## src/rtl/intf_share_arb_pkg.sv

```systemverilog
// Shared types for the interface-sharing round-robin arbiter: FSM state
// encoding and the owner-index width helper.
package intf_share_arb_pkg;

  typedef enum logic [1:0] {
    IDLE  = 2'd0,
    GRANT = 2'd1,
    GAP   = 2'd2
  } arb_state_e;

  // Owner index width; a single requester still needs one bit.
  function automatic int id_w(input int n);
    return (n > 1) ? $clog2(n) : 1;
  endfunction

endpackage

```

## src/rtl/intf_share_arb_rr_pick.sv

```systemverilog
// Combinational round-robin pick: the lowest requester at or above ptr wins,
// otherwise the lowest requester overall (wrap-around).
module rr_pick
  import intf_share_arb_pkg::*;
#(
  parameter  int N_REQ = 4,
  localparam int IW    = id_w(N_REQ)
) (
  input  logic [N_REQ-1:0] req,
  input  logic [IW-1:0]    ptr,
  output logic             any,
  output logic [IW-1:0]    winner
);

  logic [N_REQ-1:0] masked;
  logic             found_m;
  logic             found_u;
  logic [IW-1:0]    win_m;
  logic [IW-1:0]    win_u;

  always_comb begin
    masked  = '0;
    found_m = 1'b0;
    found_u = 1'b0;
    win_m   = '0;
    win_u   = '0;
    any     = |req;
    for (int i = 0; i < N_REQ; i++) begin
      masked[i] = req[i] && (i >= int'(ptr));
    end
    for (int i = 0; i < N_REQ; i++) begin
      if (masked[i] && !found_m) begin
        found_m = 1'b1;
        win_m   = IW'(i);
      end
      if (req[i] && !found_u) begin
        found_u = 1'b1;
        win_u   = IW'(i);
      end
    end
    winner = found_m ? win_m : win_u;
  end

endmodule

```

## src/rtl/intf_share_arb.sv

```systemverilog
// Round-robin owner arbiter for a shared interface instance: hold-until-release
// grant, one-cycle turnaround gap, fair rotation. Optional hold watchdog is
// compiled in with `define INTF_SHARE_ARB_TIMEOUT_EN.
module intf_share_arb
  import intf_share_arb_pkg::*;
#(
  parameter  int N_REQ    = 4,
  parameter  int MAX_HOLD = 16,
  parameter  int CNT_W    = 8,
  localparam int IW       = id_w(N_REQ)
) (
  input  logic             clk,
  input  logic             rst_n,
  input  logic [N_REQ-1:0] req,
  input  logic [N_REQ-1:0] rel,
  output logic [N_REQ-1:0] gnt,
  output logic [IW-1:0]    gnt_id,
  output logic             busy,
  output logic [CNT_W-1:0] hold_cnt,
  output logic             timeout
);

  // Reject configurations the grant and watchdog logic cannot represent.
  if (N_REQ < 2 || N_REQ > 16 || MAX_HOLD < 1 || MAX_HOLD > (1 << CNT_W)) begin : g_bad_param
    $error("intf_share_arb: illegal N_REQ/MAX_HOLD/CNT_W combination");
  end

  arb_state_e       state_q;
  arb_state_e       state_n;
  logic [IW-1:0]    ptr_q;
  logic [IW-1:0]    ptr_n;
  logic [N_REQ-1:0] gnt_n;
  logic [IW-1:0]    gnt_id_n;
  logic [CNT_W-1:0] hold_n;
  logic             timeout_n;
  logic             pick_any;
  logic [IW-1:0]    pick_win;
  logic             owner_rel;
  logic             watchdog;

  rr_pick #(
    .N_REQ (N_REQ)
  ) u_pick (
    .req    (req),
    .ptr    (ptr_q),
    .any    (pick_any),
    .winner (pick_win)
  );

  assign busy = (state_q == GRANT);

  always_ff @(posedge clk or negedge rst_n) begin
    if (!rst_n) begin
      state_q  <= IDLE;
      ptr_q    <= '0;
      gnt      <= '0;
      gnt_id   <= '0;
      hold_cnt <= '0;
      timeout  <= 1'b0;
    end else begin
      state_q  <= state_n;
      ptr_q    <= ptr_n;
      gnt      <= gnt_n;
      gnt_id   <= gnt_id_n;
      hold_cnt <= hold_n;
      timeout  <= timeout_n;
    end
  end

  // Next-state logic; the owner gives up the bus by pulsing rel or dropping req,
  // and a release always wins over a concurrent request from the same owner.
  always_comb begin
    state_n   = state_q;
    ptr_n     = ptr_q;
    gnt_n     = gnt;
    gnt_id_n  = gnt_id;
    hold_n    = hold_cnt;
    timeout_n = 1'b0;
    owner_rel = rel[gnt_id] | ~req[gnt_id];
`ifdef INTF_SHARE_ARB_TIMEOUT_EN
    watchdog  = (hold_cnt == CNT_W'(MAX_HOLD - 1));
`else
    watchdog  = 1'b0;
`endif

    case (state_q)
      IDLE, GAP: begin
        hold_n = '0;
        gnt_n  = '0;
        if (pick_any) begin
          state_n  = GRANT;
          gnt_n    = {{(N_REQ-1){1'b0}}, 1'b1} << pick_win;
          gnt_id_n = pick_win;
          ptr_n    = (pick_win == IW'(N_REQ - 1)) ? '0 : pick_win + 1'b1;
        end else begin
          state_n = IDLE;
        end
      end
      GRANT: begin
        if (owner_rel || watchdog) begin
          state_n   = GAP;
          gnt_n     = '0;
          hold_n    = '0;
          timeout_n = watchdog & ~owner_rel;
        end else if (hold_cnt != {CNT_W{1'b1}}) begin
          hold_n = hold_cnt + 1'b1;
        end
      end
      default: begin
        state_n = IDLE;
        gnt_n   = '0;
        hold_n  = '0;
      end
    endcase
  end

endmodule

```

## config.mk

```make
export PLATFORM = sky130hd
export DESIGN_NAME = intf_share_arb
export DESIGN_NICKNAME = d
export VERILOG_FILES = /design/src/rtl/intf_share_arb_pkg.sv /design/src/rtl/intf_share_arb_rr_pick.sv /design/src/rtl/intf_share_arb.sv
export SDC_FILE = /design/constraint.sdc
export NUM_CORES = 1
export LEC_CHECK = 0
export ABC_AREA = 1
export CELL_PAD_IN_SITES_DETAIL_PLACEMENT = 1
export CELL_PAD_IN_SITES_GLOBAL_PLACEMENT = 1
export CORE_ASPECT_RATIO = 0.8
export CORE_MARGIN = 4
export CORE_UTILIZATION = 32
export CTS_BUF_LIST = sky130_fd_sc_hd__clkbuf_4 sky130_fd_sc_hd__clkbuf_8
export DETAILED_ROUTE_END_ITERATION = 7
export GPL_ROUTABILITY_DRIVEN = 0
export PLACE_DENSITY_LB_ADDON = 0.1
export SLEW_MARGIN = 20
export SYNTH_ARGS = -nofsm -noshare
export SYNTH_HDL_FRONTEND = slang
export SYNTH_SLANG_ARGS = --single-unit
```

## constraint.sdc

```tcl
create_clock -name clk -period 1.25 [get_ports clk]
set_input_delay 0.375 -clock clk [delete_from_list [all_inputs] [get_ports clk]]
set_output_delay 0.375 -clock clk [all_outputs]
set_load 0.05 [all_outputs]
```

Word-level counts from Yosys, hierarchy flattened
Cells that the tools add are included.

word-level totals
  register bits = 18
  input port bits = 10
  word-level logic and storage cells = 67

operators by class
  add/sub/neg operators = 2
  magnitude comparators = 4
  equal/unequal tests = 6
  shifts and indexed selects = 1
  muxes and demuxes = 28
  bitwise gates (word level) = 2
  reductions and logical operators = 19

operator list
  cell                   count
  $mux W8                3
  $mux W2                7
  $mux W1                12
  $logic_and A1 B1 Y1    9
  $add A8 B1 Y8 const B  1
  $mux W4                2
  $ne A8 B8 Y1 const B   1
  $pmux W4 S2            1
  $logic_not A1 Y1       6
  $bmux W1 S2            2
  $eq A2 B2 Y1 const B   2
  $ge A1 B2 Y1 const A   2
  $pmux W2 S2            1
  $reduce_or A4 Y1       1
  $shl A1 B2 Y4 const A  1
  $lt A2 B3 Y1 const B   1
  $ne A3 B1 Y1 const B   1
  $add A2 B1 Y2 const B  1
  $eq A2 B1 Y1 const B   1
  $ge A2 B2 Y1 const A   1
  $logic_not A2 Y1       1
  $ne A2 B1 Y1 const B   1
  $reduce_and A2 Y1      1
  $reduce_or A2 Y1       1
  other kinds (2)        2

Logic depth before layout (Yosys ltp)
  depth after elaboration = 16
  depth in mapped cells = 9
  gate-level depth less buffers = 9

Modules after synthesis
Synthesis repeated with hierarchy kept, for this count alone.

second synthesis, totals
  cells, all modules = 145
  area total of the unflattened synthesis = 1117.3 µm²

modules (own cells, without submodules)
  module          times used  cells an instance  area each (µm²)
  intf_share_arb  1           124                1033.5
  rr_pick         1           21                 83.8

Worst setup path before layout
OpenSTA, ideal clock, no wires.

  path type = register -> register
  from = register hold_cnt[0]
  to = register hold_cnt[5]
  setup time = 117 ps
  data arrival time = 1463 ps
  required time = 1133 ps
  path slack = -330 ps
  cell stages (with the launch flop) = 9
  period minus slack after synthesis = 1580 ps
  cell sequence = dfrtp_1 > ha_1 > nand2_1 > nor2_4 > nand2_2 > nand2_1 > nand2_1 > nand2_1 > nor2_1

on the way
  word-level cells in the longest chain between the ends = 4
  elaborated cells between the ends (all ways) = 6
  classes of those cells = add/sub (1); eq/ne (2); mux (3)

ends and longest elaborated chain
  item                    RTL line               text
  from (decl)             intf_share_arb.sv:19   output logic [CNT_W-1:0] hold_cnt,
  from (signal assigned)  intf_share_arb.sv:65   hold_cnt <= hold_n;
  $add A8 B1 Y8           intf_share_arb.sv:106  hold_n = hold_cnt + 1'b1;
  $mux W8                 intf_share_arb.sv:105  end else if (hold_cnt != {CNT_W{1'b1}}) begin
  $mux W8                 intf_share_arb.sv:100  if (owner_rel || watchdog) begin
  $mux W8                 intf_share_arb.sv:86   case (state_q)

Parallel ways exist; a longest one is shown, timed or not. The select of a mux whose other input is x is not followed.
A chain may end at the register's enable or synchronous reset.

Worst setup path after layout
  from = register gnt_id[0]
  to = register hold_cnt[5]

on the way
  word-level cells in the longest chain between the ends = 6
  elaborated cells between the ends (all ways) = 9
  classes of those cells = eq/ne (1); mux (6); bitwise (2)

ends and longest elaborated chain
  item                           RTL line               text
  from (decl)                    intf_share_arb.sv:17   output logic [IW-1:0] gnt_id,
  from (signal assigned)         intf_share_arb.sv:64   gnt_id <= gnt_id_n;
  $bmux W1 S2                    intf_share_arb.sv:79   owner_rel = rel[gnt_id] | ~req[gnt_id];
  $mux W1 (implied by the code)  intf_share_arb.sv:79
  $not A1 Y1                     intf_share_arb.sv:79
  $or A1 B1 Y1 *                 intf_share_arb.sv:79
  $mux W8                        intf_share_arb.sv:100
  $mux W8                        intf_share_arb.sv:86

Mark *: on every way between the ends. The rest lies on a longest branch, timed or not. The select of a mux whose other input is x is not followed.

==> metrics <==
FP Rows 18; post-synth top area share 43.32%; RSZ-0062 raised after global routing yes; layout net count 215; max cap viols 0; Hold WC Path Type in2async; Comb pwr share roughly 67%; clock slew at reported path FFs 0.08 ns; commonest non-fill, non-tap cell in the layout nand2_1; CP required ~1.4 ns; sequential share of the synthesized area around 43%; hold buffer count at cts 0; Leakage 1.003 nW; area post-placement 1670 um2; syn nets 151; wire length of the first global-routing pass approximately 6300 um; largest net degree at the start of global routing 19; FF+latch count, synth 18; Total Routing Usage GR approximately a fifth; Reg2Reg Depth 7; cell area after synthesis 1040 um2; origin of the critical flop-to-flop path gnt_id[0]; Post-DP HPWL 2240 um; crit path kind reg2reg; full die area between 4000 and 5000 um2; number of port buffers 24; Congestion Overflow GR 0; initial core utilization 33.45%; Syn-to-layout area delta 105.1%; Final ANT Viol Nets 0; min Tclk post-route 1.535 ns; CTS max path bufs 2; DR vias/cell roughly 5.0; I/O Pins 26; CTS tree built; Crit. End Element register; Area contributors post-synth dfrtp_1 (43%), nand2_1 (17%), nor2_1 (6.1%), ha_1 (6.0%), inv_1 (4.7%); DRT Pass-1 Iters 4; Clk pwr share 10.3%; initial antenna violation count 0; vias post-DR approximately 1200; Worst Path Arrival between 1.5 and 2 ns; core footprint 3108 um2; Skew-Pair Late Insertion Delay roughly 0.27 ns; clk_skew 0.009331 ns; period utilization 122.8%; Reg power frac 22.5%; worst slack at placement -0.6463 ns; fmax 0.6513 GHz; CTS Sinks 18; Iteration-0 DRC Markers 37; H-tree depth 1; root buf cell clkbuf_8; top cell type by total area after synthesis dfrtp_1; commonest cells after routing, fill and taps aside nand2_1 (32), buf_4 (24), buf_12 (18); final setup fails 25; DR DRC count 0; n_diodes 0; Avg WL per Cell 21.91 um; Pwr per Cell Area 2132 nW/um2; Switching Fraction 46.04%; Syn. warnings 0; fin area ~2100 um2; end of the worst register-to-register path hold_cnt[5]; Worst Setup Start Kind register; Mapped Cells approximately 140; Fillers 332; crit-path max FO 5; layout cells sized above 1 63.82%; setup ws final -0.2855 ns; WHS ~0.46 ns; Die W 71.73 um; outcome finished, violations left; R2R setup slack -0.29 ns; Final Max Slew Viols 0; Unique masters post-synth 21; Num CTS Buffers 3; vias in the first global route 1237; Vert. Die Dim 58.99 um; final hold viol count 0; Total Wirelength roughly 5200 um; setup tns final -3.424 ns; P_sw approximately 0.0021 W; failing checks setup timing; syn_area_per_cell 7.645 um2; internal power 0.002453 W; VDD IR-drop max 0.001157 V
state kept, by name (all words and copies together) (netlist names):
register  flops
gnt           4
gnt_id        2
hold_cnt      8
ptr_q         2
state_q       2
cell usage after synthesis, drive strengths merged:
master	instances
nor3b	1
conb	1
o21ai	1
or2	1
a21oi	6
nor3	1
buf	1
nand3	10
inv	15
nand2	50
nand3b	2
ha	5
nor2	21
a31oi	1
dfrtp	18
xnor2	2
worst max-delay path by stage:
stage,startpoint,to,cells after the start
3_3_place_gp,req[1],ptr_q[1],10
3_5_place_dp,req[1],ptr_q[1],10
6_report,gnt_id[0],hold_cnt[5],7
5_1_grt,gnt_id[0],hold_cnt[5],7
2_1_floorplan,hold_cnt[0],hold_cnt[4],8
4_1_cts,ptr_q[1],ptr_q[1],8
final cells by class:
class                      count  area (um2)  share of cell area [%]
clock buffer                   4       48.80                   2.289
multi-input combinational    103       795.8                   37.32
tap                           40       50.05                   2.347
timing repair buffer          59       713.2                   33.45
inverter                      15       58.81                   2.758
sequential                    18       465.4                   21.83
layer usage:
layer / track usage, % / up-vias / wire length, um
met5: 0 / - / 0
met4: 6.702 / 0 / 176
met3: 5.254 / 15 / 224
met2: 35.60 / 34 / 2735
met1: 22.01 / 603 / 2100
li1: - / 545 / -
power groups by stage:
| stage | registers (W) | logic [W] | clock network [W] |
|---|---|---|---|
| 2_1_floorplan | 0.00130 | 0.000750 | 0 |
| 3_3_place_gp | 0.000987 | 0.00201 | 0 |
| 3_5_place_dp | 0.000997 | 0.00204 | 0 |
| 4_1_cts | 0.000990 | 0.00255 | 0.000458 |
| 5_1_grt | 0.00105 | 0.00321 | 0.000499 |
| 6_report | 0.00103 | 0.00305 | 0.000467 |
kinds of logic after synthesis:
group | after synthesis | synth area share [%]
simple gates | 86 | 37.06
other cells | 1 | 0.3607
flops | 18 | 43.32
fa+ha+maj | 5 | 6.017
xor+xnor | 2 | 1.685
buf+inv | 16 | 6.138
compound gates | 8 | 5.415
per-stage QoR:
step	std cells	util (%)	power, W
2_1_floorplan	136	-	0.002047
3_3_place_gp	209	53.74	0.002994
3_5_place_dp	209	53.74	0.003041
4_1_cts	230	62.20	0.004000
5_1_grt	239	68.60	0.004753
6_report	239	68.60	0.004546
critical path, stage by stage, from the launching register on:
cell and delay (ns):
dfrtp_2 0.44, nor2_1 0.15, nand2_1 0.11, nand3_2 0.15
nand2_4 0.10, nor2_4 0.23, nand2_1 0.12, nor2_1 0.15
repair_timing:
action                                  in CTS  in global routing
endpoints found under the setup margin      27                 28
gates cloned                                 1                  0
resized for setup                           28                 39
pin swaps                                    6                 31
buffers inserted                            16                  9
No activity file was read; power rests on OpenSTA's default activity.
